<file path="config.mk">
export PLATFORM = sky130hd
export DESIGN_NAME = adc_capture_ctrl
export DESIGN_NICKNAME = d
export VERILOG_FILES = /design/src/rtl/adc_capture_ctrl_pkg.sv /design/src/rtl/adc_capture_out_reg.sv /design/src/rtl/adc_capture_ctrl.sv
export SDC_FILE = /design/constraint.sdc
export NUM_CORES = 1
export LEC_CHECK = 0
export ABC_AREA = 1
export BUFFER_PORTS_ARGS = -buffer_cell sky130_fd_sc_hd__clkbuf_2
export CORE_ASPECT_RATIO = 2
export CORE_UTILIZATION = 36
export CTS_CLUSTER_DIAMETER = 50
export DETAILED_ROUTE_END_ITERATION = 8
export GPL_ROUTABILITY_DRIVEN = 0
export GPL_TIMING_DRIVEN = 0
export MAX_ROUTING_LAYER = met4
export PLACE_DENSITY = 0.72
export SLEW_MARGIN = 20
export SYNTH_ARGS = -nofsm -noshare
export SYNTH_HDL_FRONTEND = slang
export SYNTH_SLANG_ARGS = --single-unit
</file>
<file path="constraint.sdc">
create_clock -name pl_clk -period 3.7 [get_ports pl_clk]
set_clock_uncertainty 0.2 [all_clocks]
set_input_delay 0.74 -clock pl_clk [delete_from_list [all_inputs] [get_ports pl_clk]]
set_output_delay 0.74 -clock pl_clk [all_outputs]
set_load 0.05 [all_outputs]
</file>
<file path="src/rtl/adc_capture_ctrl_pkg.sv">
// rfsoc_config: shared ADC sample geometry and the capture FSM state encoding
package rfsoc_config;
    localparam int SAMPLE_W = 16;
    localparam int SAMPLES_PER_WORD = 8;
    typedef enum logic [2:0] {
        CAP_IDLE,
        CAP_ARMED,
        CAP_DELAY,
        CAP_CAPTURE,
        CAP_DONE
    } cap_state_t;
endpackage

</file>
<file path="src/rtl/adc_capture_out_reg.sv">
// adc_capture_out_reg: one-stage AXIS register that flags beats it cannot accept
// Ports: pl_clk/rst clock and sync reset; in_data/in_valid offered beat;
// m_axis_* registered output stream; dropped = offered beat was not loaded.
module adc_capture_out_reg #(
    parameter int DATA_W = 128
) (
    input  logic              pl_clk,
    input  logic              rst,
    input  logic [DATA_W-1:0] in_data,
    input  logic              in_valid,
    output logic [DATA_W-1:0] m_axis_tdata,
    output logic              m_axis_tvalid,
    input  logic              m_axis_tready,
    output logic              dropped
);
    logic can_load;
    assign can_load = ~m_axis_tvalid | m_axis_tready;
    assign dropped = in_valid & ~can_load;
    always_ff @(posedge pl_clk) begin
        if (rst) begin
            m_axis_tvalid <= 1'b0;
            m_axis_tdata <= '0;
        end else if (in_valid && can_load) begin
            m_axis_tvalid <= 1'b1;
            m_axis_tdata <= in_data;
        end else if (m_axis_tready) begin
            m_axis_tvalid <= 1'b0;
        end
    end
endmodule

</file>
<file path="src/rtl/adc_capture_ctrl.sv">
// adc_capture_ctrl: trigger-aligned, length-bounded capture of the ADC beat stream
// Ports: pl_clk/rst clock and sync reset; s_axis_* ADC input (never stalled);
// m_axis_* captured output; start/abort/trig_in/sw_trig control; capture_len and
// trig_delay latched on start; busy/done/overflow/drop_count status.
module adc_capture_ctrl
    import rfsoc_config::*;
#(
    parameter int DATA_W = SAMPLE_W * SAMPLES_PER_WORD,
    parameter int LEN_W = 16
) (
    input  logic              pl_clk,
    input  logic              rst,
    input  logic [DATA_W-1:0] s_axis_tdata,
    input  logic              s_axis_tvalid,
    output logic              s_axis_tready,
    output logic [DATA_W-1:0] m_axis_tdata,
    output logic              m_axis_tvalid,
    input  logic              m_axis_tready,
    input  logic              start,
    input  logic              abort,
    input  logic              trig_in,
    input  logic              sw_trig,
    input  logic [LEN_W-1:0]  capture_len,
    input  logic [LEN_W-1:0]  trig_delay,
    output logic              busy,
    output logic              done,
    output logic              overflow,
    output logic [LEN_W-1:0]  drop_count
);
    cap_state_t state, state_nxt;
    logic [LEN_W-1:0] cnt, cnt_nxt, cap_len_q, trig_delay_q;
    logic trig_in_q, start_ok, trigger, counting, dropped;
    assign s_axis_tready = 1'b1;
    assign busy = state == CAP_ARMED || state == CAP_DELAY || state == CAP_CAPTURE;
    assign start_ok = start && !abort && (state == CAP_IDLE || state == CAP_DONE);
    assign trigger = state == CAP_ARMED && ((trig_in && !trig_in_q) || sw_trig);
    assign counting = s_axis_tvalid && (state == CAP_DELAY || state == CAP_CAPTURE);
    // cnt counts discarded beats in DELAY, then input beats in CAPTURE;
    // it restarts from zero on every state change.
    always_comb begin
        state_nxt = state;
        if (abort)
            state_nxt = CAP_IDLE;
        else if (start_ok)
            state_nxt = (capture_len == '0) ? CAP_DONE : CAP_ARMED;
        else if (trigger)
            state_nxt = (trig_delay_q != '0) ? CAP_DELAY : CAP_CAPTURE;
        else if (state == CAP_DELAY && s_axis_tvalid && cnt == trig_delay_q - 1'b1)
            state_nxt = CAP_CAPTURE;
        else if (state == CAP_CAPTURE && s_axis_tvalid && cnt == cap_len_q - 1'b1)
            state_nxt = CAP_DONE;
        cnt_nxt = (state_nxt != state) ? '0 : counting ? cnt + 1'b1 : cnt;
    end
    always_ff @(posedge pl_clk) begin
        if (rst) begin
            state <= CAP_IDLE;
            cnt <= '0;
            trig_in_q <= 1'b0;
            cap_len_q <= '0;
            trig_delay_q <= '0;
            done <= 1'b0;
            overflow <= 1'b0;
            drop_count <= '0;
        end else begin
            state <= state_nxt;
            cnt <= cnt_nxt;
            trig_in_q <= trig_in;
            if (start_ok) begin
                cap_len_q <= capture_len;
                trig_delay_q <= trig_delay;
            end
            done <= start_ok ? (capture_len == '0)
                             : done | (state == CAP_CAPTURE && state_nxt == CAP_DONE);
            overflow <= start_ok ? 1'b0 : overflow | dropped;
            drop_count <= start_ok ? '0
                        : (dropped && !(&drop_count)) ? drop_count + 1'b1 : drop_count;
        end
    end
    adc_capture_out_reg #(.DATA_W(DATA_W)) u_out_reg (
        .pl_clk(pl_clk),
        .rst(rst),
        .in_data(s_axis_tdata),
        .in_valid(state == CAP_CAPTURE && s_axis_tvalid && !abort),
        .m_axis_tdata(m_axis_tdata),
        .m_axis_tvalid(m_axis_tvalid),
        .m_axis_tready(m_axis_tready),
        .dropped(dropped)
    );
endmodule

</file>
==> results of run 1 <==
## flip-flops by register name, summed over array words and instances, names as in the netlist, 3 cells and up
name / flops
trig_delay_q: 16
cap_len_q: 16
cnt: 16
drop_count: 16
state: 3
u_out_reg.m_axis_tdata: 128
## where the power goes
group	total, mW	leakage, nW	internal [mW]	switching [mW]
clock network	1.87	0.289	0.934	0.937
logic	0.496	3.05	0.195	0.302
registers	2.20	1.61	2.17	0.0325
total	4.57	4.94	3.30	1.27
## worst max-delay path: stages, from the launching register on
cell and delay [ns]:
dfxtp_1 0.35, inv_1 0.17, nand3_1 0.09, inv_1 0.07, nand2_1 0.08, nor2_2 0.22, clkbuf_1 0.53, clkbuf_1 0.53
nand3_1 0.34, a21oi_1 0.21
## metrics by stage
| step | instance area, µm² | utilization, % | hold slack [ns] | power [mW] |
|---|---|---|---|---|
| final | 11400 | 47.0 | 0.264 | 4.57 |
| after detailed placement | 10800 | 44.6 | 0.254 | 2.74 |
| after global placement | 10800 | 44.6 | 0.246 | 2.73 |
| after CTS | 11400 | 47.0 | 0.267 | 4.60 |
| after global routing | 11400 | 47.0 | 0.278 | 4.74 |
| after floorplan | 8910 | - | 0.248 | 2.56 |
## metal layers
| layer | vias up | track usage (%) | wire length, µm |
|---|---|---|---|
| met5 | - | - | 0 |
| met4 | 0 | 17.1 | 1850 |
| met3 | 101 | 5.23 | 1910 |
| met2 | 367 | 45.0 | 16000 |
| met1 | 4387 | 21.2 | 9910 |
| li1 | 4630 | - | - |
## worst paths after layout
| path | slack [ns] | startpoint | cells past startpoint | end |
|---|---|---|---|---|
| min reg2reg | 0.26 | u_out_reg.m_axis_tdata[120] | 2 | u_out_reg.m_axis_tdata[120] |
| max | 0.83 | state[2] | 9 | u_out_reg.m_axis_tdata[65] |
| min | 0.26 | u_out_reg.m_axis_tdata[120] | 2 | u_out_reg.m_axis_tdata[120] |
| max reg2reg | 0.83 | state[2] | 9 | u_out_reg.m_axis_tdata[65] |
## logic make-up after synthesis
| kind of cell | synth area share [%] |
|---|---|
| flip-flops | 44.7 |
| AND/OR/NAND/NOR | 30.7 |
| other | 0.0421 |
| multiplexers | 0.112 |
| adder cells (fa/ha/maj) | 0.562 |
| XOR/XNOR | 5.00 |
| buffers and inverters | 6.77 |
| AO/OA/AOI/OAI | 12.0 |
## layout make-up
class / instances / area, µm²
Clock buffer: 20 / 457
Fill cell: 2491 / 12900
Tap cell: 290 / 363
Inverter: 80 / 300
Multi-Input combinational cell: 857 / 4320
Sequential cell: 199 / 3980
Timing Repair Buffer: 315 / 1580
Buffer: 74 / 303
Clock inverter: 12 / 126
## layout by cell type, fill, tap and decap left out, types with 2 or more instances in the layout
master     instances
clkinv_4           2
nor2_4            13
nand3b_1           7
nand2_4            2
clkbuf_1          68
dfxtp_1          199
o21ai_0           40
inv_1             79
clkbuf_2         318
nor3_1             9
nor2_1           103
nand2_2            9
nand4_1           14
inv_6              3
or2_2              3
a211oi_1           2
a21oi_1          157
nand3_2            4
nand3_1          163
o21bai_1           2
clkbuf_16         17
inv_8              4
xnor2_1           11
xnor3_1            2
nor2_2             9
ha_1               4
clkinv_8           2
clkbuf_8           2
nand2_1          255
xor2_1            32
nor4_1             4
==> impl_metrics.json, run 1 <==
{
  "finalHoldViolCount": 0,
  "required_ns": 3.89,
  "insertion_delay_ns": 0.46,
  "start_kind": "register",
  "cts_tree": "yes",
  "end_kind": "register",
  "dpl.cell_count": 1815,
  "synth.top_cells.by_count": "nand2_1 (255), dfxtp_1 (199), nand3_1 (163)",
  "die_h_um": 224,
  "grt_pass1_wl_mm": 45.8,
  "antenna_found_initial": 0,
  "pre_cts_ws_ns": 0.649,
  "nNetsFinal": 1716,
  "ioPinCount": 317,
  "die_x_um": 113,
  "h-tree-depth": 4,
  "final.setup.tns_ns": 0,
  "row_count": 81,
  "worst_pin_slew_ns": 0.719,
  "final_cells": 1847,
  "vias": 9485,
  "final-setup-viol-count": 0,
  "hold_class": "reg2reg",
  "status": "complete, no violations",
  "yosys-top-cells-area": "dfxtp_1 (45%), nand2_1 (11%), nand3_1 (9.2%), a21oi_1 (8.8%), nor2_1 (4.3%)",
  "yosysSeqAreaShare_pct": 44.7,
  "grt_max_degree": 20,
  "syn2layout_area_growth_pct": 28.3,
  "drv_slew": 0,
  "setup_ws_ns": 0.825,
  "antenna_cells": 0,
  "synth_nets": 1382,
  "wl_per_cell_um": 16.1,
  "layout-drive-gt1-share_pct": 25.4,
  "grt-ovfl-total": 0,
  "max_freq_mhz": 348,
  "first_pass_iters": 5,
  "synth_edf_count": 0,
  "synth_async_sr_flop_share_pct": 0,
  "post-synth-top-area-cell": "dfxtp_1",
  "io_buffers": 315,
  "syn_avg_cell_area_um2": 7.36,
  "period_needed_ns": 2.87,
  "maxCapViolations": 0,
  "wl_mm": 29.7,
  "cts_buffers": 17,
  "cts_setup_buffers": 0,
  "ir_drop_mv": 0.321,
  "dieArea_um2": 25400,
  "clk_pin_slew_worst_paths_ns": 0.08,
  "powerDensity_nw_per_um2": 400,
  "cts_buffer_depth": 2,
  "yosys.cell_count.top_type": "nand2_1",
  "synthFlopType": "dfxtp_1",
  "antenna_left": 0,
  "first_iter_violations": 364,
  "hold_buffers": 0,
  "syn-instance-count": 1210,
  "p_leak_nw": 4.94,
  "initial_core_util_pct": 36.6,
  "cts_sinks": 199,
  "vias_per_cell": 5.14,
  "max_slew_margin_pct": 52.0,
  "synth_cell_types": 42,
  "yosys.area.top_type_share_pct": 44.7,
  "rsz0062_at_grt": "no",
  "ys_seq_elements": 199,
  "syn_area_um2": 8910,
  "drc": 0,
  "hpwlAfterDp_mm": 23.5,
  "period_share_pct": 77.7,
  "crit_type": "reg2reg",
  "clockRootBuffer": "clkbuf_16",
  "worstPathMaxFanout": 10,
  "grt_pass1_vias": 9403,
  "yosysWarnings": 0,
  "arrival_ns": 3.06,
  "coreArea_um2": 24300,
  "gr-usage-all-layers_pct": 24.2,
  "cts-resized-gates": 0
}
No activity file was read; power rests on OpenSTA's default activity.
==> inputs of run 2 (changes only) <==
==> constraint.sdc (replaced) <==
create_clock -name pl_clk -period 2.73 [get_ports pl_clk]
set_clock_uncertainty 0.2 [all_clocks]
set_input_delay 0.546 -clock pl_clk [delete_from_list [all_inputs] [get_ports pl_clk]]
set_output_delay 0.546 -clock pl_clk [all_outputs]
set_load 0.05 [all_outputs]
==> impl_metrics.json, run 2 (same netlist as run 1, synthesis figures left out) <==
{
  "period_share_pct": 94.4,
  "power_frac_seq_pct": 48.0,
  "wl_per_cell_um": 16.1,
  "busiest_layer": "met2",
  "p_switching_mw": 1.73,
  "grt_pass1_wl_mm": 45.8,
  "final_common_cell": "clkbuf_2",
  "hp-start": "trig_delay[12]",
  "start_kind": "register",
  "fin_area_um2": 11600,
  "grt-ovfl-total": 0,
  "ioPinCount": 317,
  "finalHoldViolCount": 0,
  "hold_class": "in2reg",
  "antenna_left": 0,
  "initial_core_util_pct": 36.6,
  "max_slew_margin_pct": 50.7,
  "max_freq_mhz": 388,
  "hpwlAfterDp_mm": 23.5,
  "postPlaceCellArea_um2": 10800,
  "die_h_um": 224,
  "p_leak_nw": 4.98,
  "powerDensity_nw_per_um2": 538,
  "swShare_pct": 27.8,
  "setup_ws_ns": 0.153,
  "cts_tree": "yes",
  "die_x_um": 113,
  "clk_pin_slew_worst_paths_ns": 0.07,
  "startpoint": "cap_len_q[0]",
  "maxCapViolations": 0,
  "cts_sinks": 199,
  "met2_usage_pct": 45.0,
  "met3_usage_pct": 5.23,
  "vias_per_cell": 5.15,
  "io_buffers": 315,
  "arrival_ns": 2.77,
  "use_met1_pct": 21.3,
  "layout-drive-gt1-share_pct": 27.3,
  "end_kind": "register",
  "p_clk_share_pct": 40.6,
  "insertion_delay_ns": 0.46,
  "required_ns": 2.93,
  "p_comb_share_pct": 11.4,
  "layout_common_cells": "clkbuf_2 (319), nand2_1 (253), dfxtp_1 (195)",
  "grt_pass1_vias": 9411,
  "crit_type": "reg2reg",
  "hold_buffers": 0,
  "antenna_found_initial": 0,
  "reg2reg_from": "cap_len_q[0]",
  "antenna_cells": 0,
  "row_count": 81,
  "first_pass_iters": 5,
  "h-tree-depth": 4,
  "regMostFlops": "u_out_reg.m_axis_tdata",
  "pre_cts_ws_ns": -0.127,
  "worst_pin_slew_ns": 0.740,
  "cts_buffers": 17,
  "coreArea_um2": 24300,
  "dieArea_um2": 25400,
  "first_iter_violations": 390,
  "largest_reg_flops": 128,
  "drc": 0,
  "vias": 9532,
  "cts_buffer_depth": 2,
  "worstPathMaxFanout": 7,
  "final-setup-viol-count": 0,
  "gr-usage-all-layers_pct": 24.2,
  "status": "complete, no violations",
  "clockRootBuffer": "clkbuf_16",
  "p_int_mw": 4.49,
  "syn2layout_area_growth_pct": 29.8,
  "grt_max_degree": 20,
  "wl_mm": 29.8,
  "ir_drop_mv": 0.431,
  "nNetsFinal": 1719,
  "period_needed_ns": 2.58,
  "drv_slew": 0
}
[run 2: cell count changes in the layout (fill, tap and decap cells not counted), moves of 3 or more]
| cell | change |
|---|---|
| dfxtp_1 | -4 |
| dfxtp_2 | +3 |
| buf_4 | +3 |
| inv_2 | +5 |
| nor2_4 | +3 |
| nor2_1 | -11 |
| nor2_2 | +8 |
| inv_1 | -5 |
[run 2: metal layers]
metal,vias up,routed length [µm]
met5,-,0
met4,0,1900
met3,103,1880
met2,381,16100
met1,4405,9990
li1,4643,-
[run 2: area by class of cell]
class,instances,area (µm²)
plain buffers,73,300
clock buffers,20,457
well taps,290,363
multi-input cells,857,4400
repair buffers,319,1620
fillers,2472,12800
clock inverters,12,126
flip-flops and latches,199,3990
inverters,80,303
[run 2: power by group through the flow]
stage / clock, mW / sequential, mW / combinational, mW
finish: 2.52 / 2.98 / 0.710
global placement: 0 / 3.05 / 0.658
global route: 2.69 / 2.99 / 0.789
floorplan: 0 / 3.04 / 0.423
detailed placement: 0 / 3.05 / 0.668
CTS: 2.58 / 2.98 / 0.674
[run 2: final timing paths]
kind / end / slack [ns] / cells after the start
hold / removal: trig_delay_q[12] / 0.11 / 3
setup / recovery: cnt[11] / 0.15 / 20
setup reg to reg: cnt[11] / 0.15 / 20
hold reg to reg: u_out_reg.m_axis_tdata[102] / 0.26 / 2
[run 2: timing repair]
action | CTS | global route
resized for setup | 4 | 31
endpoints found under the setup margin | 14 | 18
buffers inserted | 0 | 3
pin swaps | 0 | 8
cloned | 0 | 1
hold endpoints to repair | 0 | 0
[run 2: per-stage QoR]
step	utilization, %	setup TNS, ns	cells	hold WS, ns	total power, mW
3_5_place_dp	44.6	-0.660	1815	0.254	3.72
4_1_cts	47.0	0	1847	0.0900	6.24
3_3_place_gp	44.6	-0.130	1815	0.246	3.71
2_1_floorplan	-	0	1210	0.248	3.46
5_1_grt	47.5	-0.152	1850	0.102	6.46
6_report	47.5	0	1850	0.113	6.22
[run 2: worst max-delay path: stages, from the launching register on]
cell and delay, ns:
dfxtp_4 0.38, inv_4 0.05, ha_4 0.25, xor2_1 0.14
nand2_1 0.08, nor2_2 0.10, nand2_1 0.06, inv_1 0.05
nand3_1 0.09, nor2_2 0.11, nand3_2 0.11, nand2_1 0.09
nand2_1 0.06, nand2_2 0.07, nand2_2 0.08, nand2_2 0.07
nand2_2 0.06, nor2_4 0.10, nand2_4 0.10, clkbuf_16 0.19
nor2_4 0.06
